$ cat src/rtl/wfg_wb_interconnect.sv
// Wishbone B4 classic single-master to NSLV-slave page decoder, one registered transaction at a time.
// Define WFG_WB_TIMEOUT_EN to add an ACCESS timeout that answers with err after TIMEOUT cycles.
module wfg_wb_interconnect #(
  parameter int BUSW      = 32,
  parameter int NSLV      = 4,
  parameter int PAGE_LSB  = 4,
  parameter int BASE_PAGE = 1,
  parameter int TIMEOUT   = 16
) (
  input  logic                   io_wbs_clk,
  input  logic                   io_wbs_rst,
  input  logic [BUSW-1:0]        io_wbs_adr,
  input  logic [BUSW-1:0]        io_wbs_datwr,
  input  logic                   io_wbs_we,
  input  logic                   io_wbs_stb,
  input  logic                   io_wbs_cyc,
  output logic [BUSW-1:0]        io_wbs_datrd,
  output logic                   io_wbs_ack,
  output logic                   io_wbs_err,
  output logic [NSLV-1:0]        s_cyc_o,
  output logic [NSLV-1:0]        s_stb_o,
  output logic                   s_we_o,
  output logic [PAGE_LSB-1:0]    s_adr_o,
  output logic [BUSW-1:0]        s_dat_o,
  input  logic [NSLV-1:0]        s_ack_i,
  input  logic [NSLV*BUSW-1:0]   s_dat_i,
  output logic [BUSW-1:0]        err_adr_o,
  output logic [7:0]             err_cnt_o
);

  localparam int PW = BUSW - PAGE_LSB;
  localparam int SW = (NSLV > 1) ? $clog2(NSLV) : 1;

  typedef enum logic [1:0] {
    ST_IDLE   = 2'd0,
    ST_ACCESS = 2'd1,
    ST_RESP   = 2'd2
  } state_t;

  state_t          state_r, next_s;
  logic [PW-1:0]   page_s, rel_s;
  logic            mapped_s;
  logic [SW-1:0]   rel_idx_s, sel_r, sel_next_s;
  logic            sel_ack_s;
  logic [BUSW-1:0] sel_dat_s;
  logic            accept_s, go_ok_s, go_err_s, tmo_hit_s;
  logic [BUSW-1:0] adr_r, dat_r, datrd_r, err_adr_r;
  logic            we_r, ack_r, err_r;
  logic [NSLV-1:0] stb_r;
  logic [7:0]      err_cnt_r;

  // Page decode: slave k owns page BASE_PAGE+k, everything else is unmapped.
  assign page_s     = io_wbs_adr[BUSW-1:PAGE_LSB];
  assign rel_s      = page_s - PW'(BASE_PAGE);
  assign mapped_s   = (page_s >= PW'(BASE_PAGE)) && (rel_s < PW'(NSLV));
  assign rel_idx_s  = rel_s[SW-1:0];
  assign sel_next_s = accept_s ? rel_idx_s : sel_r;
  assign sel_ack_s  = s_ack_i[sel_r];
  assign sel_dat_s  = s_dat_i[int'(sel_r)*BUSW +: BUSW];

`ifdef WFG_WB_TIMEOUT_EN
  localparam int TW = $clog2(TIMEOUT);
  logic [TW-1:0] tmo_cnt_r;

  assign tmo_hit_s = (tmo_cnt_r == TW'(TIMEOUT-1));

  // Cycles spent waiting in ACCESS; cleared on every entry.
  always_ff @(posedge io_wbs_clk) begin
    if (io_wbs_rst) begin
      tmo_cnt_r <= '0;
    end else if ((state_r == ST_ACCESS) && (next_s == ST_ACCESS)) begin
      tmo_cnt_r <= tmo_cnt_r + TW'(1);
    end else begin
      tmo_cnt_r <= '0;
    end
  end
`else
  assign tmo_hit_s = 1'b0;
`endif

  // State register.
  always_ff @(posedge io_wbs_clk) begin
    if (io_wbs_rst) begin
      state_r <= ST_IDLE;
    end else begin
      state_r <= next_s;
    end
  end

  // Next state; a master cyc drop abandons the access even if a slave acks.
  always_comb begin
    next_s   = state_r;
    accept_s = 1'b0;
    go_ok_s  = 1'b0;
    go_err_s = 1'b0;
    case (state_r)
      ST_IDLE: begin
        if (io_wbs_stb && io_wbs_cyc) begin
          accept_s = 1'b1;
          if (mapped_s) begin
            next_s = ST_ACCESS;
          end else begin
            next_s   = ST_RESP;
            go_err_s = 1'b1;
          end
        end else begin
          next_s = ST_IDLE;
        end
      end
      ST_ACCESS: begin
        if (!io_wbs_cyc) begin
          next_s = ST_IDLE;
        end else if (sel_ack_s) begin
          next_s  = ST_RESP;
          go_ok_s = 1'b1;
        end else if (tmo_hit_s) begin
          next_s   = ST_RESP;
          go_err_s = 1'b1;
        end else begin
          next_s = ST_ACCESS;
        end
      end
      ST_RESP: next_s = ST_IDLE;
      default: next_s = ST_IDLE;
    endcase
  end

  // Request latches, slave strobes, response and error bookkeeping.
  always_ff @(posedge io_wbs_clk) begin
    if (io_wbs_rst) begin
      adr_r     <= '0;
      dat_r     <= '0;
      we_r      <= 1'b0;
      sel_r     <= '0;
      ack_r     <= 1'b0;
      err_r     <= 1'b0;
      datrd_r   <= '0;
      stb_r     <= '0;
      err_adr_r <= '0;
      err_cnt_r <= 8'd0;
    end else begin
      if (accept_s) begin
        adr_r <= io_wbs_adr;
        dat_r <= io_wbs_datwr;
        we_r  <= io_wbs_we;
        sel_r <= rel_idx_s;
      end
      ack_r   <= go_ok_s;
      err_r   <= go_err_s;
      datrd_r <= (go_ok_s && !we_r) ? sel_dat_s : '0;
      stb_r   <= (next_s == ST_ACCESS) ? (NSLV'(1) << sel_next_s) : '0;
      if (go_err_s) begin
        err_adr_r <= accept_s ? io_wbs_adr : adr_r;
        if (err_cnt_r != 8'hFF) begin
          err_cnt_r <= err_cnt_r + 8'd1;
        end
      end
    end
  end

  assign io_wbs_ack   = ack_r;
  assign io_wbs_err   = err_r;
  assign io_wbs_datrd = datrd_r;
  assign s_cyc_o      = stb_r;
  assign s_stb_o      = stb_r;
  assign s_we_o       = we_r;
  assign s_adr_o      = adr_r[PAGE_LSB-1:0];
  assign s_dat_o      = dat_r;
  assign err_adr_o    = err_adr_r;
  assign err_cnt_o    = err_cnt_r;

endmodule

$ cat config.mk
export PLATFORM = sky130hd
export DESIGN_NAME = wfg_wb_interconnect
export DESIGN_NICKNAME = d
export VERILOG_FILES = /design/src/rtl/wfg_wb_interconnect.sv
export SDC_FILE = /design/constraint.sdc
export NUM_CORES = 1
export LEC_CHECK = 0
export ABC_CLOCK_PERIOD_IN_PS = 2250
export BUFFER_PORTS_ARGS = -buffer_cell sky130_fd_sc_hd__buf_2
export CORE_AREA = 2 2 124 126
export DETAILED_ROUTE_END_ITERATION = 8
export DIE_AREA = 0 0 126 128
export PLACE_DENSITY = 0.71
export RECOVER_POWER = 50
export SETUP_SLACK_MARGIN = 0.05
export SYNTH_ARGS = -nofsm -noshare
export SYNTH_HDL_FRONTEND = slang
export SYNTH_SLANG_ARGS = --single-unit
$ cat constraint.sdc
create_clock -name io_wbs_clk -period 2.25 [get_ports io_wbs_clk]
set_input_delay 0.225 -clock io_wbs_clk [delete_from_list [all_inputs] [get_ports io_wbs_clk]]
set_output_delay 0.225 -clock io_wbs_clk [all_outputs]
set_load 0.02 [all_outputs]
**Yosys cells after proc, flatten, opt, wreduce, memory -nomap -nowiden**

Cells that the tools add are included.

- Logic and storage cells: 48
- Output and inout bits: 119
- Register bits: 147

- Reductions and logical operators: 8
- Muxes and demuxes: 17
- Shifts and indexed selects: 2
- Add/subtract/negate cells: 2
- Equal/unequal tests: 3
- Order comparisons: 3
- Bitwise logic cells: 2

Operator list:

| operator | count |
|---|---|
| 128-bit by 8-bit variable part select with 32-bit output | 1 |
| 32-bit two-way mux | 1 |
| 28-bit by 1-bit greater-or-equal comparator with 1-bit output, second input constant | 1 |
| 28-bit by 3-bit < comparator with 1-bit output, second input constant | 1 |
| 28-bit by 1-bit subtractor with 28-bit output, second input constant | 1 |
| 2-bit two-way mux | 5 |
| 1-bit two-way mux | 9 |
| 8-bit by 1-bit adder with 8-bit output, second input constant | 1 |
| 8-bit inequality test, second input constant | 1 |
| 2-bit by 1-bit equality test with 1-bit output, second input constant | 2 |
| 2-bit case mux with 2 select lines | 1 |
| 2-bit OR reduction | 2 |
| 1-bit by 2-bit << shifter with 4-bit output, first input constant | 1 |
| 1-bit logical AND | 3 |
| 2-bit by 3-bit < comparator with 1-bit output, second input constant | 1 |
| 1-bit binary-select mux with 2-bit select | 1 |
| 2-bit logical NOT | 1 |
| 1-bit NOT | 2 |
| 2-bit AND reduction | 1 |
| 1-bit logical NOT | 1 |

**Depth between registers and ports, before layout**

Gate-level depths: netlist of the first run.

- Depth in word-level cells: 9
- Mapped depth: 11

**Least setup slack after synthesis of the first run**

Ideal clock, no wire load.

- Path type: input port to flip-flop
- Start: input port io_wbs_adr[4]
- End: register err_adr_r[10] (netlist: err_adr_o[10])
- Arrival: 2.242 ns
- Stages on the path: 10
- Path buffers: 2
- Path slack: -0.124 ns
- Library setup time: 0.132 ns
- Path through: inv_1 > ha_1 > or4b_1 > o31ai_1 > nand3_2 > or4_1 > clkbuf_1 > buf_2 > nand3_1 > a21oi_1

- Cells in the longest elaborated chain, start to end: 6

Ends and longest elaborated chain:

| item | line | RTL |
|---|---|---|
| start, declared | 12 | `input logic [BUSW-1:0] io_wbs_adr,` |
| 28-bit by 1-bit subtractor with 28-bit output | 54 | `assign rel_s = page_s - PW'(BASE_PAGE);` |
| 28-bit by 3-bit < comparator with 1-bit output | 55 | `assign mapped_s = (page_s >= PW'(BASE_PAGE)) && (rel_s < PW'(NSLV));` |
| 1-bit logical AND * | 55 |  |
| 1-bit two-way mux * | 100 | `if (mapped_s) begin` |
| 1-bit two-way mux * | 98 | `if (io_wbs_stb && io_wbs_cyc) begin` |
| 1-bit two-way mux * | n/a |  |
| end signal, assigned | 153 | `err_adr_r <= accept_s ? io_wbs_adr : adr_r;` |
| end, declared | 47 | `logic [BUSW-1:0] adr_r, dat_r, datrd_r, err_adr_r;` |

Every way passes the cells marked *; elsewhere a longest branch is shown, timed or not.
A chain may end at the register's enable or synchronous reset.

**Final worst setup path of the first run**

- Start: input port io_wbs_adr[4]
- End: register err_cnt_r[0] (netlist: err_cnt_o[0])

- Cells in the longest elaborated chain, start to end: 7

Ends and longest elaborated chain:

| item | line | RTL |
|---|---|---|
| 28-bit by 1-bit subtractor with 28-bit output | 54 |  |
| 28-bit by 3-bit < comparator with 1-bit output | 55 |  |
| 1-bit logical AND * | 55 |  |
| 1-bit two-way mux * | 100 |  |
| 1-bit two-way mux * | 98 |  |
| 1-bit two-way mux * | n/a |  |
| 2-bit AND reduction (no source line) * | n/a |  |
| end signal, assigned | 155 | `err_cnt_r <= err_cnt_r + 8'd1;` |
| end, declared | 50 | `logic [7:0] err_cnt_r;` |

Marks and branches as above.

==> run_results.csv, run 1 <==
group,metric,value,unit
global_route,grt.total_usage,23.85,%
sta,rsz0062_at_grt,"true",
logic_synthesis,synth.top_cell.area_share,44.65,%
global_route,grt-ovfl-total,0,
sta,fin_skew,0.006012,ns
sta,fin_crit_sh,101.8,%
cts,clock_tree.buffer_depth,2,
logic_synthesis,synth-warning-count,0,
setup_path,crit_path_end_kind,"flip-flop",
outcome,violations,"negative setup slack",
setup_path,critPathRequiredTime,2.54,ns
sta,worstMarginPinSlew,0.5121,ns
setup_path,cp.arrival,2.58,ns
place,place.gp.congestion,0.8599,
logic_synthesis,syn-mean-instance-area,9.327,um^2
route,wl,20.31,mm
logic_synthesis,synth_area_leaders,"dfxtp_1 45%, mux4_2 14%, a21oi_1 7.1%",
route,vias_per_cell,5.089,
route,via_count,5700,
cts,ctsHoldBuffers,0,
min_path,hp-class,"primary input to flip-flop",
sta,fmax,0.4365,GHz
final_layout,syn_to_final_growth,56.80,%
route,route.detailed.wl_per_inst,18.13,um
route,drc,0,
logic_synthesis,yosys.area.top_type,"dfxtp_1",
logic_synthesis,synth_nets,775,
logic_synthesis,async_flop_share,0,%
floorplanning,fp.dieH,128,um
cts,insertion_delay,0.41,ns
setup_path,crit_type,"primary input to flip-flop",
cts,numCtsBuffers,17,
floorplanning,core-area,14860,um^2
cts,htree_num_levels,4,
sta,final.setup.tns,-0.1737,ns
route,drt-initial-drc-count,221,
logic_synthesis,synth_cells,572,
global_route,first_global_vias,5333,
sta,setup_viol,12,
final_layout,drive_above_1_share,44.06,%
cts,clockRootBuffer,"clkbuf_16",
floorplanning,die_area,16130,um^2
pwr,p_per_area,693.1,nW/um^2
setup_path,critPathLaunchType,"primary input",
global_route,grt_pass1_wl,29.38,mm
pwr,swShare,23.95,%
logic_synthesis,synth-main-ff-cell,"dfxtp_1",
cts,clk_pin_slew_worst_paths,0.05,ns
logic_synthesis,syn_area,5335,um^2
sta,setup_slack,-0.04095,ns
floorplanning,rows,45,
cts,cts_tree,"yes",
pwr,p_leak,0.003358,uW
final_layout,fin_nets,1118,
sta,report.final.slew_viol_count,0,
route,firstDrtPassIters,4,
global_route,grt_max_degree,80,
route,detail-route-antenna-nets,0,
logic_synthesis,synth_edf_count,0,
place,hpwl,15.33,mm
sta,period_needed,2.291,ns
pwr,p_sw,1389,uW
sta,finalHoldViolCount,0,
pwr,power_frac_comb,13.9,%
floorplanning,die_x,126,um
cts,cts.sinks,119,
pwr,power_frac_seq,38.1,%
floorplanning,io_pins,320,
pwr,ir_drop,429.9,uV
global_route,antenna_found_initial,11,
pwr,clkPwrFrac,48.0,%
outcome,status,"complete, but fails checks",
place,port_buffers,319,
floorplanning,start_util,35.89,%
logic_synthesis,yosysUniqueCellTypes,47,
flow_run,max_cap_violations,0,
setup_path,crit_fanout,8,
logic_synthesis,ys_ff_latch,119,
final_layout,finalCoreUtilization,56.28,%
sta,slew_headroom,65.86,%
logic_synthesis,seq_area_frac_synth,44.65,%
pwr,internal_power,4409,uW
layout by cell type (no fill, tap or decap), drive strengths merged, types with 2 or more instances in the layout:
cell type,Yosys,routed
buf,24,280
dfxtp,119,119
or4,6,6
clkinv,0,4
nand2b,3,3
nand3,40,40
ha,2,2
nor2b,34,34
nor4,3,3
and2,2,2
a21oi,76,76
bufinv,0,3
nor2,17,17
nand4b,3,3
clkbuf,33,123
mux4,33,33
a31oi,3,3
inv,3,3
mux2i,2,2
diode,0,6
nand4,4,4
o31ai,4,4
or3,4,4
xor2,3,3
o21ai,37,37
o41ai,2,2
nor3,11,11
a211oi,2,2
nand3b,3,3
nand2,87,87
through the flow:
step	cell area [um^2]	instances	worst slack (ns)	power [uW]	hold slack [ns]
5_1_grt	8361	1118	-0.1229	6006	0.04113
3_5_place_dp	7617	1075	-0.4587	3054	0.4446
6_report	8366	1120	-0.04095	5798	0.05214
2_1_floorplan	5599	572	-0.07271	2656	0.3558
4_1_cts	8234	1106	0.02075	5841	0.03209
3_3_place_gp	7617	1075	-0.4119	3048	0.4389
cell usage after synthesis (2+ instances only):
library cell and count:
a31oi_1 3, clkbuf_1 33, or3_1 4, inv_1 3, ha_1 2, and2_1 2, o31ai_1 4, nand2b_1 3
nor2_1 17, nand3b_1 3, dfxtp_1 119, nand3_1 39, nand4b_1 3, a211oi_1 2, nor3_2 2, a21oi_1 76
mux2i_1 2, o21ai_0 37, nand2_1 87, buf_1 8, nor3_1 8, nor2b_1 34, buf_2 7, nand4_1 4
xor2_1 3, mux4_2 33, o41ai_1 2, or4_1 6, buf_4 8
final timing paths:
kind / cells after the start / from / slack (ns) / end
hold reg to reg: 2 / s_dat_o[25] / 0.45 / s_dat_o[25]
setup / recovery: 12 / io_wbs_adr[4] / -0.04 / err_cnt_o[0]
hold / removal: 3 / io_wbs_datwr[4] / 0.05 / s_dat_o[4]
setup reg to reg: 6 / err_cnt_o[3] / 0.31 / err_cnt_o[7]
what timing repair did:
action                                 4_1_cts  5_1_grt
pin swaps                                    0       28
resized for setup                            1       32
setup buffers                                1        5
endpoints found under the hold margin        0        0
gates cloned                                 0        3
setup endpoints to repair                   22       46
kinds of logic after synthesis:
group,count (synthesis),synth area share [%]
simple gates,223,21.79
compound gates,128,12.83
flops,119,44.65
buf+inv,60,5.089
mux,36,14.52
xor+xnor,4,0.6568
fa+ha+maj,2,0.4690
cell type report:
class	instances	area (um^2)
fillers	1343	6499
multi-input cells	393	3015
flip-flops and latches	119	2385
repair buffers	381	2073
clock buffers	22	484.2
well taps	188	235.2
clock inverters	8	121.4
inverters	3	36.28
diodes	6	15.01
registers in the layout (all words and copies together) (netlist names):
name          count
err_adr_o        32
io_wbs_datrd     32
s_dat_o          32
err_cnt_o         8
adr_r             4
s_cyc_o           4
sel_r             2
state_r           2
io_wbs_ack        1
io_wbs_err        1
s_we_o            1
power by group through the flow:
stage | Combinational (uW) | Sequential, uW | Clock [uW]
after global placement | 797 | 2250 | 0
after detailed placement | 802 | 2250 | 0
after CTS | 806 | 2210 | 2830
after global routing | 867 | 2220 | 2920
after floorplan | 340 | 2320 | 0
final | 806 | 2210 | 2780
worst max-delay path: stages:
cell	delay (ns)
buf_12	0.11
inv_12	0.04
ha_4	0.12
or4b_4	0.49
xnor2_2	0.16
nor3_2	0.16
nand4_1	0.14
buf_4	0.18
nor4_4	0.40
buf_12	0.20
nor3_4	0.05
mux2_4	0.30
layer usage:
layer,vias to the layer above,global-route usage (%),share of wire [%]
met1,2713,27.97,39
met5,-,0,0.18
met2,224,40.26,50
met4,6,8.080,1.9
met3,29,9.057,8.5
li1,2728,-,-
(Power assumes the default switching activity.)
==> inputs of run 2 (changes only) <==
--- a/config.mk
+++ b/config.mk
@@ -5,13 +5,15 @@
 export SDC_FILE = /design/constraint.sdc
 export NUM_CORES = 1
 export LEC_CHECK = 0
+export ABC_AREA = 1
 export ABC_CLOCK_PERIOD_IN_PS = 2250
 export BUFFER_PORTS_ARGS = -buffer_cell sky130_fd_sc_hd__buf_2
-export CORE_AREA = 2 2 124 126
+export CORE_MARGIN = 2
+export CORE_UTILIZATION = 40
 export DETAILED_ROUTE_END_ITERATION = 8
-export DIE_AREA = 0 0 126 128
-export PLACE_DENSITY = 0.71
+export PLACE_DENSITY = 0.76
 export RECOVER_POWER = 50
+export REMOVE_ABC_BUFFERS = 1
 export SETUP_SLACK_MARGIN = 0.05
 export SYNTH_ARGS = -nofsm -noshare
 export SYNTH_HDL_FRONTEND = slang
==> run 2 against run 1 <==
Compared with the run above: worst hold slack worse by 0.031 ns; combinational power is 6.9% higher; non-clock buffer count fell by 4; die area shrank 3.9%; via count increased by 23%; highest routed layer is now met4; synthesized cell count rose by 56%; largest power group unchanged; the flow now finishes without violations; first-iteration DRC count increased by 110%; flip-flop and latch count unchanged; sequential share of layout area up 0.23 points; critical path depth up 4; total power increased by 2.1%; worst setup slack improved by 0.33 ns.
==> run_results.csv, run 2 <==
group,metric,value,unit
sta,setup_slack,0.2871,ns
logic_synthesis,yosysUniqueCellTypes,29,
cts,cts_tree,"yes",
pwr,power_frac_comb,14.6,%
final_layout,drive_above_1_share,25.18,%
final_layout,fin_nets,1430,
logic_synthesis,syn-mean-instance-area,6.520,um^2
setup_path,crit_fanout,33,
pwr,swShare,27.35,%
place,place.gp.congestion,0.9002,
floorplanning,io_pins,320,
setup_path,critPathRequiredTime,2.59,ns
sta,setup_viol,0,
cts,insertion_delay,0.41,ns
global_route,grt-ovfl-total,0,
final_layout,final_common_cell,"nor2_1",
logic_synthesis,yosysMostFrequentCell,"nor2_1",
flow_run,max_cap_violations,0,
sta,slew_headroom,55.04,%
floorplanning,die_x,124.5,um
pwr,p_leak,0.003967,uW
setup_path,crit_type,"primary input to flip-flop",
logic_synthesis,synth_area_leaders,"dfxtp_1 41%, nor2_1 17%, o21ai_0 9.5%",
min_path,hp-class,"primary input to flip-flop",
logic_synthesis,syn_area,5809,um^2
cts,clockRootBuffer,"clkbuf_16",
logic_synthesis,yosys.area.top_type,"dfxtp_1",
sta,period_needed,1.963,ns
route,via_count,6998,
final_layout,syn_to_final_growth,42.71,%
global_route,grt.total_usage,26.66,%
place,hpwl,15.71,mm
outcome,status,"complete, no violations",
final_layout,final_cell_mix,"261 x nor2_1, 201 x buf_2, 145 x nand2_1",
sta,finalHoldViolCount,0,
route,route.detailed.wl_per_inst,14.60,um
pwr,internal_power,4302,uW
pwr,power_frac_seq,37.6,%
logic_synthesis,async_flop_share,0,%
logic_synthesis,synth_edf_count,0,
pwr,power,5921,uW
sta,report.final.slew_viol_count,0,
logic_synthesis,synth-main-ff-cell,"dfxtp_1",
cts,cts.sinks,119,
global_route,grt_max_degree,65,
floorplanning,die_area,15500,um^2
floorplanning,start_util,40.43,%
route,firstDrtPassIters,5,
sta,fmax,0.5095,GHz
sta,fin_crit_sh,87.24,%
global_route,first_global_vias,6747,
floorplanning,rows,44,
cts,cts_setup_buffers,0,
logic_synthesis,synth-warning-count,0,
logic_synthesis,seq_area_frac_synth,41.01,%
sta,final.setup.tns,0,ns
sta,fin_skew,0.009394,ns
logic_synthesis,synth_cells,891,
route,drt-initial-drc-count,463,
setup_path,crit_path_end_kind,"flip-flop",
final_layout,finalCoreUtilization,57.70,%
pwr,p_sw,1619,uW
setup_path,cp.arrival,2.31,ns
setup_path,critPathLaunchType,"primary input",
final_layout,final_area,8290,um^2
route,detail-route-antenna-nets,0,
route,vias_per_cell,4.894,
cts,numCtsBuffers,17,
place,port_buffers,319,
sta,worstMarginPinSlew,0.6744,ns
logic_synthesis,synth_common_cells,"261 x nor2_1, 145 x nand2_1, 119 x dfxtp_1, 110 x o21ai_0, 56 x nand3_1",
place,pre_cts_ws,-0.3730,ns
route,wl,20.87,mm
floorplanning,fp.dieH,124.5,um
cts,clk_pin_slew_worst_paths,0.06,ns
cts,htree_num_levels,4,
floorplanning,core-area,14370,um^2
place,place_area,7805,um^2
route,drc,0,
pwr,clkPwrFrac,47.8,%
global_route,antenna_found_initial,7,
sta,rsz0062_at_grt,"false",
global_route,grt_pass1_wl,33.51,mm
cts,clock_tree.buffer_depth,2,
logic_synthesis,ys_ff_latch,119,
logic_synthesis,synth.top_cell.area_share,41.01,%
pwr,ir_drop,703.3,uV
pwr,p_per_area,714.2,nW/um^2
[run 2: timing repair]
action	CTS	global route
setup endpoints to repair	3	0
endpoints found under the hold margin	0	0
gates resized for setup	1	0
hold buffers	0	0
[run 2: routing by layer]
layer,vias to the layer above,track usage (%),wire [um]
li1,3537,-,-
met1,3183,31.09,8448
met2,245,45.81,10270
met3,33,8.376,1588
met4,0,9.914,563
met5,-,0,0
[run 2: kinds of logic (layout without fill, tap and decap cells)]
kind of cell	Yosys count	in the layout	synth area share (%)
AOI/OAI and AO/OA	159	159	13.74
other	0	7	0
and+or+nand+nor	500	500	35.84
DFF	119	119	41.01
buffers and inverters	102	450	7.560
xor gates and xnor gates	8	8	1.206
adders and majority gates	3	3	0.6462
[run 2: path summary, 6_finish.rpt]
| check | cells past startpoint | endpoint | slack, ns | start |
|---|---|---|---|---|
| worst max register to register | 7 | err_cnt_o[6] | 0.43 | err_cnt_o[1] |
| worst max-delay path | 16 | err_adr_o[27] | 0.29 | io_wbs_adr[18] |
| worst min register to register | 2 | err_adr_o[8] | 0.47 | err_adr_o[8] |
| worst min-delay path | 3 | err_adr_o[0] | 0.02 | io_wbs_adr[0] |
[run 2: final cells by class]
cell class / count / area [um^2]
clock buffer: 19 / 442.9
timing repair buffer: 377 / 1897
fill: 1518 / 6078
tap: 184 / 230.2
clock inverter: 13 / 168.9
antenna: 7 / 17.52
inverter: 41 / 153.9
multi-input combinational: 670 / 2998
sequential: 119 / 2382
[run 2: metrics by stage]
step / hold slack [ns] / std cells
after floorplan: 0.2941 / 830
after global placement: 0.4379 / 1391
after detailed placement: 0.4414 / 1391
after CTS: 0.01291 / 1423
after global routing: 0.01732 / 1429
final: 0.02072 / 1430
[run 2: worst max-delay path: stages]
cell and delay [ns]:
buf_2 0.12, nor2_1 0.19, nand2_1 0.10, nor2_1 0.20
nand2_1 0.11, nor2_2 0.16, buf_4 0.13, nand2_1 0.04
nand2_1 0.05, nand3_1 0.09, nor2_2 0.16, nand3_4 0.10
nand2_4 0.08, buf_4 0.32, nand2_1 0.10, a21oi_1 0.13
[run 2: power groups by stage]
stage / combinational (uW) / clock (uW) / sequential [uW]
2_1_floorplan: 311 / 0 / 2380
3_3_place_gp: 863 / 0 / 2270
3_5_place_dp: 874 / 0 / 2270
4_1_cts: 880 / 2870 / 2230
5_1_grt: 962 / 2980 / 2240
6_report: 862 / 2830 / 2230
==> inputs of run 3 (changes only) <==
--- a/config.mk
+++ b/config.mk
@@ -7,11 +7,10 @@
 export LEC_CHECK = 0
 export ABC_AREA = 1
 export ABC_CLOCK_PERIOD_IN_PS = 2250
-export BUFFER_PORTS_ARGS = -buffer_cell sky130_fd_sc_hd__buf_2
-export CORE_MARGIN = 2
-export CORE_UTILIZATION = 40
+export CORE_AREA = 2 2 125 127
 export DETAILED_ROUTE_END_ITERATION = 8
-export PLACE_DENSITY = 0.76
+export DIE_AREA = 0 0 127 129
+export DONT_BUFFER_PORTS = 1
 export RECOVER_POWER = 50
 export REMOVE_ABC_BUFFERS = 1
 export SETUP_SLACK_MARGIN = 0.05
==> run 3 against run 2 <==
Compared with the run above: die area up 5.7%; critical path depth is 1 lower; maximum frequency up 13%; register-to-register slack better by 0.19 ns; non-clock buffer count decreased by 281; design area shrank 12%; first-iteration DRC count is 25% lower; largest power group unchanged.
==> run_results.csv, run 3 (synthesized netlist as in run 2, its figures left out) <==
group,metric,value,unit
outcome,status,"complete, no violations",
global_route,grt.total_usage,23.53,%
global_route,first_global_vias,5689,
setup_path,critPathRequiredTime,2.59,ns
setup_path,cp_num_buf_inv,2,
cts,cts.sinks,119,
setup_path,slowest_delay,0.25,ns
cts,numCtsBuffers,17,
final_layout,fin_nets,1149,
flow_run,max_cap_violations,0,
cts,cts_setup_buffers,0,
floorplanning,die_area,16380,um^2
pwr,p_leak,0.003163,uW
sta,finalHoldViolCount,0,
final_layout,final_common_cell,"nor2_1",
setup_path,critPathTopFamily,"simple AND/OR/NAND/NOR gates",
sta,report.final.slew_viol_count,0,
final_layout,final_cell_mix,"261 x nor2_1, 145 x nand2_1, 118 x dfxtp_1",
setup_path,cp.arrival,2.08,ns
floorplanning,fp.dieH,129,um
global_route,grt_pass1_wl,30.12,mm
sta,fmax,0.5749,GHz
final_layout,syn_to_final_growth,25.76,%
sta,period_needed,1.739,ns
floorplanning,rows,45,
place,place.gp.congestion,0.8883,
setup_path,cp_slowest_cell,"ha_1",
setup_path,crit_chain,"inv_1 -> ha_1 -> nand2_2 -> nor2_8 -> nand3_1 -> nand2_1 -> nand2_1 -> nor2_1 -> nand2_1 -> nor2_2 -> nand3_4 -> buf_4 -> nand3_2 -> nand2_1 -> a21oi_1",
route,drt-initial-drc-count,345,
global_route,grt-ovfl-total,0,
setup_path,crit_type,"primary input to flip-flop",
sta,fin_skew,0.009959,ns
pwr,ir_drop,510.4,uV
floorplanning,io_pins,320,
sta,worstMarginPinSlew,0.6746,ns
cts,cts_tree,"yes",
cts,clk_pin_slew_worst_paths,0.06,ns
sta,rsz0062_at_grt,"false",
place,port_buffers,0,
route,firstDrtPassIters,5,
setup_path,crit_path_end_kind,"flip-flop",
route,vias_per_cell,5.151,
route,drc,0,
cts,insertion_delay,0.42,ns
cts,clock_tree.buffer_depth,2,
place,hpwl,13.89,mm
route,wl,19.58,mm
sta,final.setup.tns,0,ns
route,via_count,5918,
sta,slew_headroom,54.88,%
floorplanning,die_x,127,um
floorplanning,start_util,38.79,%
floorplanning,core-area,14980,um^2
setup_path,crit_fanout,9,
final_layout,drive_above_1_share,7.203,%
setup_path,path_common_cell,"nand2_1",
setup_path,critPathLaunchType,"primary input",
global_route,grt_max_degree,65,
setup_path,rrSetupSlack,0.62,ns
final_layout,finalCoreUtilization,48.78,%
pwr,p_per_area,782.0,nW/um^2
route,route.detailed.wl_per_inst,17.04,um
min_path,hp-class,"primary input to flip-flop",
sta,setup_viol,0,
global_route,antenna_found_initial,3,
sta,fin_crit_sh,77.31,%
cts,htree_num_levels,4,
cts,cts_resized,0,
route,detail-route-antenna-nets,0,
cts,clockRootBuffer,"clkbuf_16",
run 3: cell count changes in the layout (fill, tap and decap cells not counted), moves of 2 or more:
| cell | previous run | this run |
|---|---|---|
| buf_2 | 201 | 0 |
| clkbuf_1 | 119 | 6 |
| dlygate4sd3_1 | 0 | 76 |
| buf_4 | 57 | 11 |
| inv_8 | 0 | 5 |
| diode_2 | 7 | 3 |
| clkinvlp_4 | 4 | 1 |
| buf_12 | 1 | 3 |
run 3: final cells by class:
cell class	instances	area (um^2)
inverters	41	153.9
diodes	3	7.507
multi-input cells	670	2993
fillers	1503	7671
repair buffers	96	925.9
clock buffers	17	425.4
flip-flops and latches	119	2384
clock inverters	15	181.4
well taps	188	235.2
run 3: final timing paths:
kind / startpoint / endpoint / cells past startpoint
setup / recovery: io_wbs_adr[4] / err_cnt_o[7] / 15
hold / removal: s_dat_i[101] / io_wbs_datrd[5] / 2
setup reg to reg: err_cnt_o[2] / err_cnt_o[7] / 6
hold reg to reg: err_adr_o[15] / err_adr_o[15] / 2
run 3: metal layers:
| metal | vias up | GRT usage (%) | part of all wire (%) |
|---|---|---|---|
| met5 | - | 0 | 0 |
| met4 | 0 | 9.890 | 2.7 |
| met3 | 33 | 7.859 | 7.9 |
| met2 | 265 | 41.24 | 50 |
| met1 | 2641 | 26.30 | 39 |
| li1 | 2979 | - | - |
run 3: repair_timing:
item                       4_1_cts  5_1_grt
hold endpoints to repair        92        0
hold buffers                    76        0
setup endpoints to repair        0        0
run 3: power by group:
group          leakage, uW  internal, uW  switching [uW]
combinational      0.00189           236             335
clock             0.000298          1680            1120
sequential        0.000970          2190             151
run 3: per-stage QoR:
| step | setup WS (ns) | power (uW) | cell area, um^2 | hold slack, ns | std cells |
|---|---|---|---|---|---|
| 2_1_floorplan | -2.109 | 2695 | 5524 | 0.2941 | 830 |
| 3_3_place_gp | 0.1206 | 2831 | 5953 | 0.2971 | 1038 |
| 3_5_place_dp | 0.1054 | 2837 | 5953 | 0.2978 | 1038 |
| 4_1_cts | 0.4895 | 5761 | 7321 | 0.0003288 | 1146 |
| 5_1_grt | 0.2470 | 5942 | 7306 | 0.01055 | 1149 |
| 6_report | 0.5106 | 5713 | 7306 | 0.01324 | 1149 |
